**config.mk**
```make
export PLATFORM = sky130hd
export DESIGN_NAME = spi_seq_flat
export DESIGN_NICKNAME = d
export VERILOG_FILES = /design/src/rtl/spi_pkg.sv /design/src/rtl/spi_seq_if.sv /design/src/rtl/spi_seq_watchdog.sv /design/src/rtl/spi_seq.sv /design/src/flat_wrapper.sv
export SDC_FILE = /design/constraint.sdc
export NUM_CORES = 1
export LEC_CHECK = 0
export BUFFER_PORTS_ARGS = -buffer_cell sky130_fd_sc_hd__buf_2
export CORE_MARGIN = 8
export CORE_UTILIZATION = 45
export DETAILED_ROUTE_END_ITERATION = 16
export PLACE_DENSITY = 0.71
export SLEW_MARGIN = 20
export SYNTH_ARGS = -nofsm -noshare
export SYNTH_HDL_FRONTEND = slang
export SYNTH_HIERARCHICAL = 1
export SYNTH_SLANG_ARGS = --single-unit
```
**constraint.sdc**
```tcl
create_clock -name clk -period 3.2 [get_ports clk]
set_clock_uncertainty 0.05 [all_clocks]
set_input_delay 0.8 -clock clk [delete_from_list [all_inputs] [get_ports clk]]
set_output_delay 0.8 -clock clk [all_outputs]
set_load 0.02 [all_outputs]
```
**src/rtl/spi_pkg.sv**
```systemverilog
// Shared SPI-stack definitions: sequencer and SPI main state encodings, mode constants.
package spi_pkg;

    typedef enum logic [2:0] {
        S_IDLE,
        S_ISSUE,
        S_WAIT,
        S_RESP,
        S_GAP,
        S_ERROR
    } spi_seq_state_t;

    typedef enum logic [2:0] {
        M_IDLE,
        M_CMD,
        M_ADDR,
        M_DATA,
        M_DONE
    } spi_main_state_t;

    localparam logic SPI_MODE_READ  = 1'b0;
    localparam logic SPI_MODE_WRITE = 1'b1;

endpackage

```
**src/rtl/spi_seq_if.sv**
```systemverilog
// System-side command and response streams of the SPI register-access sequencer.
interface spi_seq_if #(
    parameter int ADDR_WIDTH = 6,
    parameter int DATA_WIDTH = 8,
    parameter int LEN_WIDTH  = 4
);
    logic                  cmd_valid;
    logic                  cmd_ready;
    logic                  cmd_write;
    logic [ADDR_WIDTH-1:0] cmd_addr;
    logic [DATA_WIDTH-1:0] cmd_data;
    logic [LEN_WIDTH-1:0]  cmd_len;

    logic                  rsp_valid;
    logic                  rsp_ready;
    logic [DATA_WIDTH-1:0] rsp_data;
    logic [ADDR_WIDTH-1:0] rsp_addr;
    logic                  rsp_last;

    modport master (
        output cmd_valid, cmd_write, cmd_addr, cmd_data, cmd_len, rsp_ready,
        input  cmd_ready, rsp_valid, rsp_data, rsp_addr, rsp_last
    );

    modport slave (
        input  cmd_valid, cmd_write, cmd_addr, cmd_data, cmd_len, rsp_ready,
        output cmd_ready, rsp_valid, rsp_data, rsp_addr, rsp_last
    );
endinterface

```
**src/rtl/spi_seq_watchdog.sv**
```systemverilog
// Loadable down-counter; expire flags the last enabled cycle before reaching zero.
module spi_seq_watchdog #(
    parameter int CNT_W = 7
) (
    input  logic             clk,
    input  logic             rst,
    input  logic             clear,
    input  logic             en,
    input  logic [CNT_W-1:0] load_val,
    output logic             expire
);
    logic [CNT_W-1:0] cnt;

    always_ff @(posedge clk or posedge rst) begin
        if (rst) begin
            cnt <= '0;
        end else if (clear) begin
            cnt <= load_val;
        end else if (en && cnt != '0) begin
            cnt <= cnt - CNT_W'(1);
        end
    end

    assign expire = en && (cnt == CNT_W'(1));
endmodule

```
**src/rtl/spi_seq.sv**
```systemverilog
// SPI register-access sequencer: single writes and burst reads issued one at a time to the SPI main.
// Optional completion watchdog enabled by defining SPI_SEQ_TIMEOUT_EN.
module spi_seq
    import spi_pkg::*;
#(
    parameter int ADDR_WIDTH     = 6,
    parameter int DATA_WIDTH     = 8,
    parameter int LEN_WIDTH      = 4,
    parameter int GAP_CYCLES     = 2,
    parameter int TIMEOUT_CYCLES = 64
) (
    input  logic                  clk,
    input  logic                  rst,
    spi_seq_if.slave              sys,
    output logic                  spi_en,
    output logic                  spi_mode,
    output logic [ADDR_WIDTH-1:0] spi_addr,
    output logic [DATA_WIDTH-1:0] spi_wdata,
    output logic                  spi_wvalid,
    input  logic [DATA_WIDTH-1:0] spi_rdata,
    input  logic                  spi_rvalid,
    output logic                  busy,
    output logic                  err
);
    localparam int GAP_W = $clog2(GAP_CYCLES + 1);

    spi_seq_state_t        state, state_nxt;
    logic                  rvalid_q, done, accept, rsp_hs, wd_expire, more_q;
    logic [GAP_W-1:0]      gap_cnt;
    logic [ADDR_WIDTH-1:0] addr_q;
    logic [LEN_WIDTH-1:0]  remain_q;
    logic [DATA_WIDTH-1:0] rsp_data_q;
    logic [ADDR_WIDTH-1:0] rsp_addr_q;
    logic                  rsp_last_q;

    assign accept = (state == S_IDLE) && sys.cmd_valid;
    assign rsp_hs = (state == S_RESP) && sys.rsp_ready;
    // Only a fresh rising edge of spi_rvalid counts; a level left over from before is ignored.
    assign done   = spi_rvalid && !rvalid_q;

    assign sys.cmd_ready = (state == S_IDLE);
    assign sys.rsp_valid = (state == S_RESP);
    assign sys.rsp_data  = rsp_data_q;
    assign sys.rsp_addr  = rsp_addr_q;
    assign sys.rsp_last  = rsp_last_q;
    assign spi_en        = (state == S_ISSUE);
    assign spi_wvalid    = spi_en && (spi_mode == SPI_MODE_WRITE);
    assign busy          = (state != S_IDLE);

`ifdef SPI_SEQ_TIMEOUT_EN
    localparam int WD_W = $clog2(TIMEOUT_CYCLES + 1);

    spi_seq_watchdog #(.CNT_W(WD_W)) u_watchdog (
        .clk      (clk),
        .rst      (rst),
        .clear    (state == S_ISSUE),
        .en       (state == S_WAIT),
        .load_val (WD_W'(TIMEOUT_CYCLES)),
        .expire   (wd_expire)
    );
    assign err = (state == S_ERROR);
`else
    assign wd_expire = 1'b0;
    assign err       = 1'b0;
`endif

    always_comb begin
        state_nxt = state;
        case (state)
            S_IDLE:  if (sys.cmd_valid) state_nxt = S_ISSUE;
            S_ISSUE: state_nxt = S_WAIT;
            S_WAIT: begin
                if (done)
                    state_nxt = (spi_mode == SPI_MODE_WRITE) ? S_GAP : S_RESP;
                else if (wd_expire)
                    state_nxt = S_ERROR;
            end
            S_RESP:  if (sys.rsp_ready) state_nxt = S_GAP;
            S_GAP: begin
                if (gap_cnt == GAP_W'(GAP_CYCLES - 1))
                    state_nxt = more_q ? S_ISSUE : S_IDLE;
            end
            S_ERROR: state_nxt = S_ERROR;
            default: state_nxt = S_IDLE;
        endcase
    end

    // Stage boundary: control state and every visible output register
    always_ff @(posedge clk or posedge rst) begin
        if (rst) begin
            state      <= S_IDLE;
            rvalid_q   <= 1'b0;
            gap_cnt    <= '0;
            more_q     <= 1'b0;
            rsp_data_q <= '0;
            rsp_addr_q <= '0;
            rsp_last_q <= 1'b0;
            spi_mode   <= SPI_MODE_READ;
            spi_addr   <= '0;
            spi_wdata  <= '0;
        end else begin
            state    <= state_nxt;
            rvalid_q <= spi_rvalid;
            gap_cnt  <= (state == S_GAP) ? gap_cnt + GAP_W'(1) : '0;
            if (accept) begin
                more_q    <= 1'b0;
                spi_mode  <= sys.cmd_write;
                spi_addr  <= sys.cmd_addr;
                spi_wdata <= sys.cmd_data;
            end
            if (state == S_WAIT && done && spi_mode == SPI_MODE_READ) begin
                rsp_data_q <= spi_rdata;
                rsp_addr_q <= addr_q;
                rsp_last_q <= (remain_q == '0);
            end
            if (rsp_hs)
                more_q <= (remain_q != '0);
            // spi_addr stays frozen through the gap; the next beat's address lands on re-issue
            if (state == S_GAP && state_nxt == S_ISSUE)
                spi_addr <= addr_q;
        end
    end

    // Stage boundary: burst walk (address and remaining count), no reset needed
    always_ff @(posedge clk) begin
        if (accept) begin
            addr_q   <= sys.cmd_addr;
            remain_q <= sys.cmd_write ? '0 : sys.cmd_len;
        end else if (rsp_hs && remain_q != '0) begin
            remain_q <= remain_q - LEN_WIDTH'(1);
            addr_q   <= addr_q + ADDR_WIDTH'(1);
        end
    end
endmodule

```
**src/flat_wrapper.sv**
```systemverilog
// flat-port wrapper written by rule: the top's interface ports become plain ports
module spi_seq_flat import spi_pkg::*;
#(
    parameter int ADDR_WIDTH     = 6,
    parameter int DATA_WIDTH     = 8,
    parameter int LEN_WIDTH      = 4,
    parameter int GAP_CYCLES     = 2,
    parameter int TIMEOUT_CYCLES = 64
)
  (clk, rst, spi_en, spi_mode, spi_addr, spi_wdata, spi_wvalid, spi_rdata, spi_rvalid, busy, err, sys_cmd_valid, sys_cmd_write, sys_cmd_addr, sys_cmd_data, sys_cmd_len, sys_rsp_ready, sys_cmd_ready, sys_rsp_valid, sys_rsp_data, sys_rsp_addr, sys_rsp_last);
  spi_seq_if #(.ADDR_WIDTH(ADDR_WIDTH), .DATA_WIDTH(DATA_WIDTH), .LEN_WIDTH(LEN_WIDTH)) sys_i ();
  input  logic clk;
  input  logic rst;
  output logic spi_en;
  output logic spi_mode;
  output logic [ADDR_WIDTH-1:0] spi_addr;
  output logic [DATA_WIDTH-1:0] spi_wdata;
  output logic spi_wvalid;
  input  logic [DATA_WIDTH-1:0] spi_rdata;
  input  logic spi_rvalid;
  output logic busy;
  output logic err;
  input wire logic [$bits(sys_i.cmd_valid)-1:0] sys_cmd_valid;
  input wire logic [$bits(sys_i.cmd_write)-1:0] sys_cmd_write;
  input wire logic [$bits(sys_i.cmd_addr)-1:0] sys_cmd_addr;
  input wire logic [$bits(sys_i.cmd_data)-1:0] sys_cmd_data;
  input wire logic [$bits(sys_i.cmd_len)-1:0] sys_cmd_len;
  input wire logic [$bits(sys_i.rsp_ready)-1:0] sys_rsp_ready;
  output wire logic [$bits(sys_i.cmd_ready)-1:0] sys_cmd_ready;
  output wire logic [$bits(sys_i.rsp_valid)-1:0] sys_rsp_valid;
  output wire logic [$bits(sys_i.rsp_data)-1:0] sys_rsp_data;
  output wire logic [$bits(sys_i.rsp_addr)-1:0] sys_rsp_addr;
  output wire logic [$bits(sys_i.rsp_last)-1:0] sys_rsp_last;
  assign sys_i.cmd_valid = sys_cmd_valid;
  assign sys_i.cmd_write = sys_cmd_write;
  assign sys_i.cmd_addr = sys_cmd_addr;
  assign sys_i.cmd_data = sys_cmd_data;
  assign sys_i.cmd_len = sys_cmd_len;
  assign sys_i.rsp_ready = sys_rsp_ready;
  assign sys_cmd_ready = sys_i.cmd_ready;
  assign sys_rsp_valid = sys_i.rsp_valid;
  assign sys_rsp_data = sys_i.rsp_data;
  assign sys_rsp_addr = sys_i.rsp_addr;
  assign sys_rsp_last = sys_i.rsp_last;
  spi_seq #(.ADDR_WIDTH(ADDR_WIDTH), .DATA_WIDTH(DATA_WIDTH), .LEN_WIDTH(LEN_WIDTH), .GAP_CYCLES(GAP_CYCLES), .TIMEOUT_CYCLES(TIMEOUT_CYCLES)) u_core (.clk(clk), .rst(rst), .sys(sys_i), .spi_en(spi_en), .spi_mode(spi_mode), .spi_addr(spi_addr), .spi_wdata(spi_wdata), .spi_wvalid(spi_wvalid), .spi_rdata(spi_rdata), .spi_rvalid(spi_rvalid), .busy(busy), .err(err));
endmodule
```
## Word level (Yosys, flattened, before mapping)

Cells that the tools add are included.

- Bits in registers: 47
- Input port bits: 32
- Output and inout bits: 36
- Word-level logic and storage cells: 56

- Add/subtract/negate cells: 3
- Equality and inequality tests: 7
- Muxes and demuxes: 17
- Bitwise logic cells: 1
- Reduce and logical (&&, ||, !) cells: 16

Operator list:

| kind | count |
|---|---|
| 6-bit two-way mux | 4 |
| 3-bit one-hot mux with 6 select lines | 1 |
| 3-bit two-way mux | 5 |
| 4-bit two-way mux | 3 |
| 1-bit logical AND | 8 |
| 6-bit by 1-bit adder with 6-bit output (second input constant) | 1 |
| 3-bit by 1-bit == test with 1-bit output (second input constant) | 2 |
| 3-bit by 2-bit == test with 1-bit output (second input constant) | 2 |
| 3-bit == test (second input constant) | 2 |
| 2-bit nonzero test | 3 |
| 4-bit zero test | 1 |
| 4-bit nonzero test | 1 |
| 4-bit by 1-bit subtractor with 4-bit output (second input constant) | 1 |
| 3-bit zero test | 1 |
| 1-bit two-way mux | 3 |
| 3-bit nonzero test | 1 |
| 2-bit by 1-bit adder with 2-bit output (second input constant) | 1 |
| 2-bit by 1-bit == test with 1-bit output (second input constant) | 1 |
| 2-bit two-way mux | 1 |
| 1-bit zero test | 1 |
| 1-bit NOT | 1 |

## Longest topological paths before layout

- Depth after elaboration: 7
- Gate-level depth with buffers: 6
- Mapped depth without buffers: 5

## Worst setup path before layout

No wires, ideal clock.

- Path type: register to output
- From: register u_core.state[0]
- To: output port spi_wvalid
- Data arrival time: 1486 ps
- Required time: 2350 ps
- Setup slack: 864 ps
- Cell stages (with the launch flop): 5
- Path buffers: 1
- Path through: dfrtp_1 buf_2 inv_1 nor3_1 and2_1

- Word-level cells in the longest chain between the ends: 2

RTL lines:

| what | line | RTL |
|---|---|---|
| start, declared | spi_seq.sv:27 | `spi_seq_state_t state, state_nxt;` |
| start signal, assigned | spi_seq.sv:102 | `state <= state_nxt;` |
| 3-bit by 1-bit == test with 1-bit output | spi_seq.sv:46 | `assign spi_en = (state == S_ISSUE);` |
| net spi_en | flat_wrapper.sv:14 | `output logic spi_en;` |
| 1-bit logical AND | spi_seq.sv:47 | `assign spi_wvalid = spi_en && (spi_mode == SPI_MODE_WRITE);` |
| end, declared | flat_wrapper.sv:18 | `output logic spi_wvalid;` |

The timed path passes the listed nets, and every way through them passes these cells.

## Worst setup path in the final report

- From: register u_core.state[0]
- To: output port spi_wvalid

- Word-level cells in the longest chain between the ends: 2

RTL lines:

| what | line |
|---|---|
| 3-bit by 1-bit == test with 1-bit output | spi_seq.sv:46 |
| 1-bit logical AND | spi_seq.sv:47 |

No other way between the ends.

==> run metrics <==
status complete, no violations; H-tree depth 2; Hold Crit Class reg2reg; die area roughly 0.0072 mm^2; maximum VDD drop 0.269 mV; CTS max path bufs 2; Register Area 0.00123 mm^2; final worst path period need roughly 2400 ps; Multi-input gate area about 800 um^2; antenna-violating nets left 0; layout filler cell count 408; reg2reg setup slack 1030 ps; Worst Path Required 2350 ps; GR Overflow Total 0; Worst setup endpoint spi_wvalid; synthesized flop and latch total 47; final HPWL from detailed placement 3.52 mm; # hold bufs at CTS 0; DRC 0; port bufs 66; syn nets 227; clk sinks 47; share of layout cells above drive strength 1 a little over a third; total power 1.01 mW; DR WL/cell 15.5 um; Post-Syn Area per Cell 11.2 um^2; Sum Neg Setup Slack 0 ps; slew margin rel. ~46%; initial DRC count 119; die height 85.0 um; drt total wl roughly 4.9 mm; mapped cell area 0.00214 mm^2; Synth cell types 37; largest net degree at the start of global routing 38; final hold viol count 0; Setup crit end kind primary output; worst hold slack between 300 and 400 ps; num rows 25; initial antenna violation count 0; Leakage 1.28 nW; Max-Cap Viols 0; sequential-to-total area share from yosys stat 57.2%; r2r endpoint u_core/addr_q[3]$_DFFE_PP_; fin nets 293; Async SR Flop Fraction 78.7%; most common cell in the netlist nand2_1; top cells by count, synth nand2_1 (43), dfrtp_1 (37), mux2_2 (15); CTS tree yes; Via-to-Cell Ratio 5.22; CP startpoint kind flop; Worst-Margin Slew just over 800 ps; Setup Fix Bufs, Post-CTS 0; Crit Reg-Reg Startpoint u_core/state[0]$_DFF_PP0_; cells on worst reg2reg path 3; crit path DAT 1550 ps; Main synth FF type dfrtp_1; top cells by area, synth dfrtp_1 (43%), edfxtp_1 (14%), mux2_2 (7.9%); vias in the first global route 1,694; FMAX between 400 and 500 MHz; core footprint ~0.0047 mm^2; GR Util All Layers 13.7%; Syn. warnings 6; clock transition at the registers of the reported paths around 80 ps; GP Congestion 0.742; cell taking the most area after synthesis dfrtp_1; first-pass GRT wire length 7.96 mm; Setup CP Type reg2out; CTS Buf Count 5; crit path launch u_core/state[0]$_DFF_PP0_; Die X roughly 85 um; PD cells 392 mW/mm^2; CP max FO 13; EDFF count, synth 10; final worst-path cycle share 74.9%; Setup Viol. Count Final 0; clk_lat worst skew about 300 ps; RSZ-0062 raised after global routing false; Ant. Diodes 0; synthesis-to-layout area growth 19.9%; root buf cell clkbuf_8; DR pass1 iterations 4; Syn Inst Count 192; count of final max-slew check failures 0; overall via count from detail_route roughly 1,600; post_cts resized 0; num ports 68; initial core utilization 46.0%; post-synth top area share 43.2%
[worst min-delay path by stage]
stage	startpoint	endpoint	slack, ps	depth (start not counted)
floorplan	u_core/gap_cnt[0]$_DFF_PP0_	u_core/gap_cnt[0]$_DFF_PP0_	360	1
global placement	u_core/gap_cnt[0]$_DFF_PP0_	u_core/gap_cnt[0]$_DFF_PP0_	380	1
detailed placement	u_core/gap_cnt[0]$_DFF_PP0_	u_core/gap_cnt[0]$_DFF_PP0_	370	1
CTS	u_core/gap_cnt[0]$_DFF_PP0_	u_core/gap_cnt[0]$_DFF_PP0_	390	1
global route	u_core/gap_cnt[0]$_DFF_PP0_	u_core/gap_cnt[0]$_DFF_PP0_	400	1
finish	u_core/gap_cnt[0]$_DFF_PP0_	u_core/gap_cnt[0]$_DFF_PP0_	380	1
[cell type report]
class / instances / share of cell area (%)
Clock buffer: 7 / 2.97
Clock inverter: 1 / 0.195
Inverter: 8 / 1.17
Multi-Input combinational cell: 126 / 31.3
Sequential cell: 47 / 47.7
Tap cell: 54 / 2.63
Timing Repair Buffer: 70 / 14.0
[worst max-delay path, stage by stage, from the launching register on]
cell and delay, ps:
dfrtp_1 640, inv_1 110, nor3_1 180, and2_1 150, buf_2 160
[per-layer routing]
layer  share of wire [%]  up-vias  global-route usage [%]
li1                    -      792                       -
met1                  46      773                    16.8
met2                  44       62                    21.0
met3                 8.9        8                    5.60
met4                 1.3        0                    4.85
met5                   0        -                       0
[sequential cells by signal, summed over array words and instances, names as in the netlist]
| signal | cells |
|---|---|
| u_core/sys.rsp_data | 8 |
| u_core/spi_addr | 6 |
| u_core/spi_wdata | 8 |
| u_core/more_q | 1 |
| u_core/addr_q | 6 |
| u_core/spi_mode | 1 |
| u_core/gap_cnt | 2 |
| u_core/rvalid_q | 1 |
| u_core/state | 3 |
| u_core/remain_q | 4 |
| u_core/sys.rsp_addr | 6 |
| u_core/sys.rsp_last | 1 |
[cell families after synthesis]
family	share of synthesized area, %
compound gates	6.59
xor+xnor	2.04
fa+ha+maj	1.75
buf+inv	5.25
flops	57.2
mux	7.88
other cells	0.175
simple gates	19.1
[power by group]
part	leakage (nW)	total, mW	internal, mW	switching (mW)
Sequential	0.553	0.619	0.615	0.00441
Clock	0.0422	0.337	0.153	0.184
Combinational	0.686	0.0512	0.0221	0.0291
[per-stage QoR]
stage	cell area, um^2	std cells	setup slack, ps	utilization [%]
6_report	2570	313	803	55.2
5_1_grt	2570	313	707	55.2
4_1_cts	2570	313	791	55.2
3_5_place_dp	2490	305	828	53.4
3_3_place_gp	2490	305	861	53.4
2_1_floorplan	2140	192	864	-
[cell usage in the layout, fill, tap and decap left out, drive strengths merged, types with 2 or more instances in the layout]
master / netlist / final
buf: 11 / 70
nand2: 43 / 43
dfrtp: 37 / 37
mux2: 15 / 15
o21ai: 10 / 10
edfxtp: 10 / 10
nor3: 10 / 10
inv: 8 / 8
a31oi: 7 / 7
clkbuf: 0 / 7
nand3b: 5 / 5
nand3: 4 / 4
nor2: 4 / 4
xnor2: 3 / 3
ha: 3 / 3
nor2b: 2 / 2
xor2: 2 / 2
(Power assumes the default switching activity.)
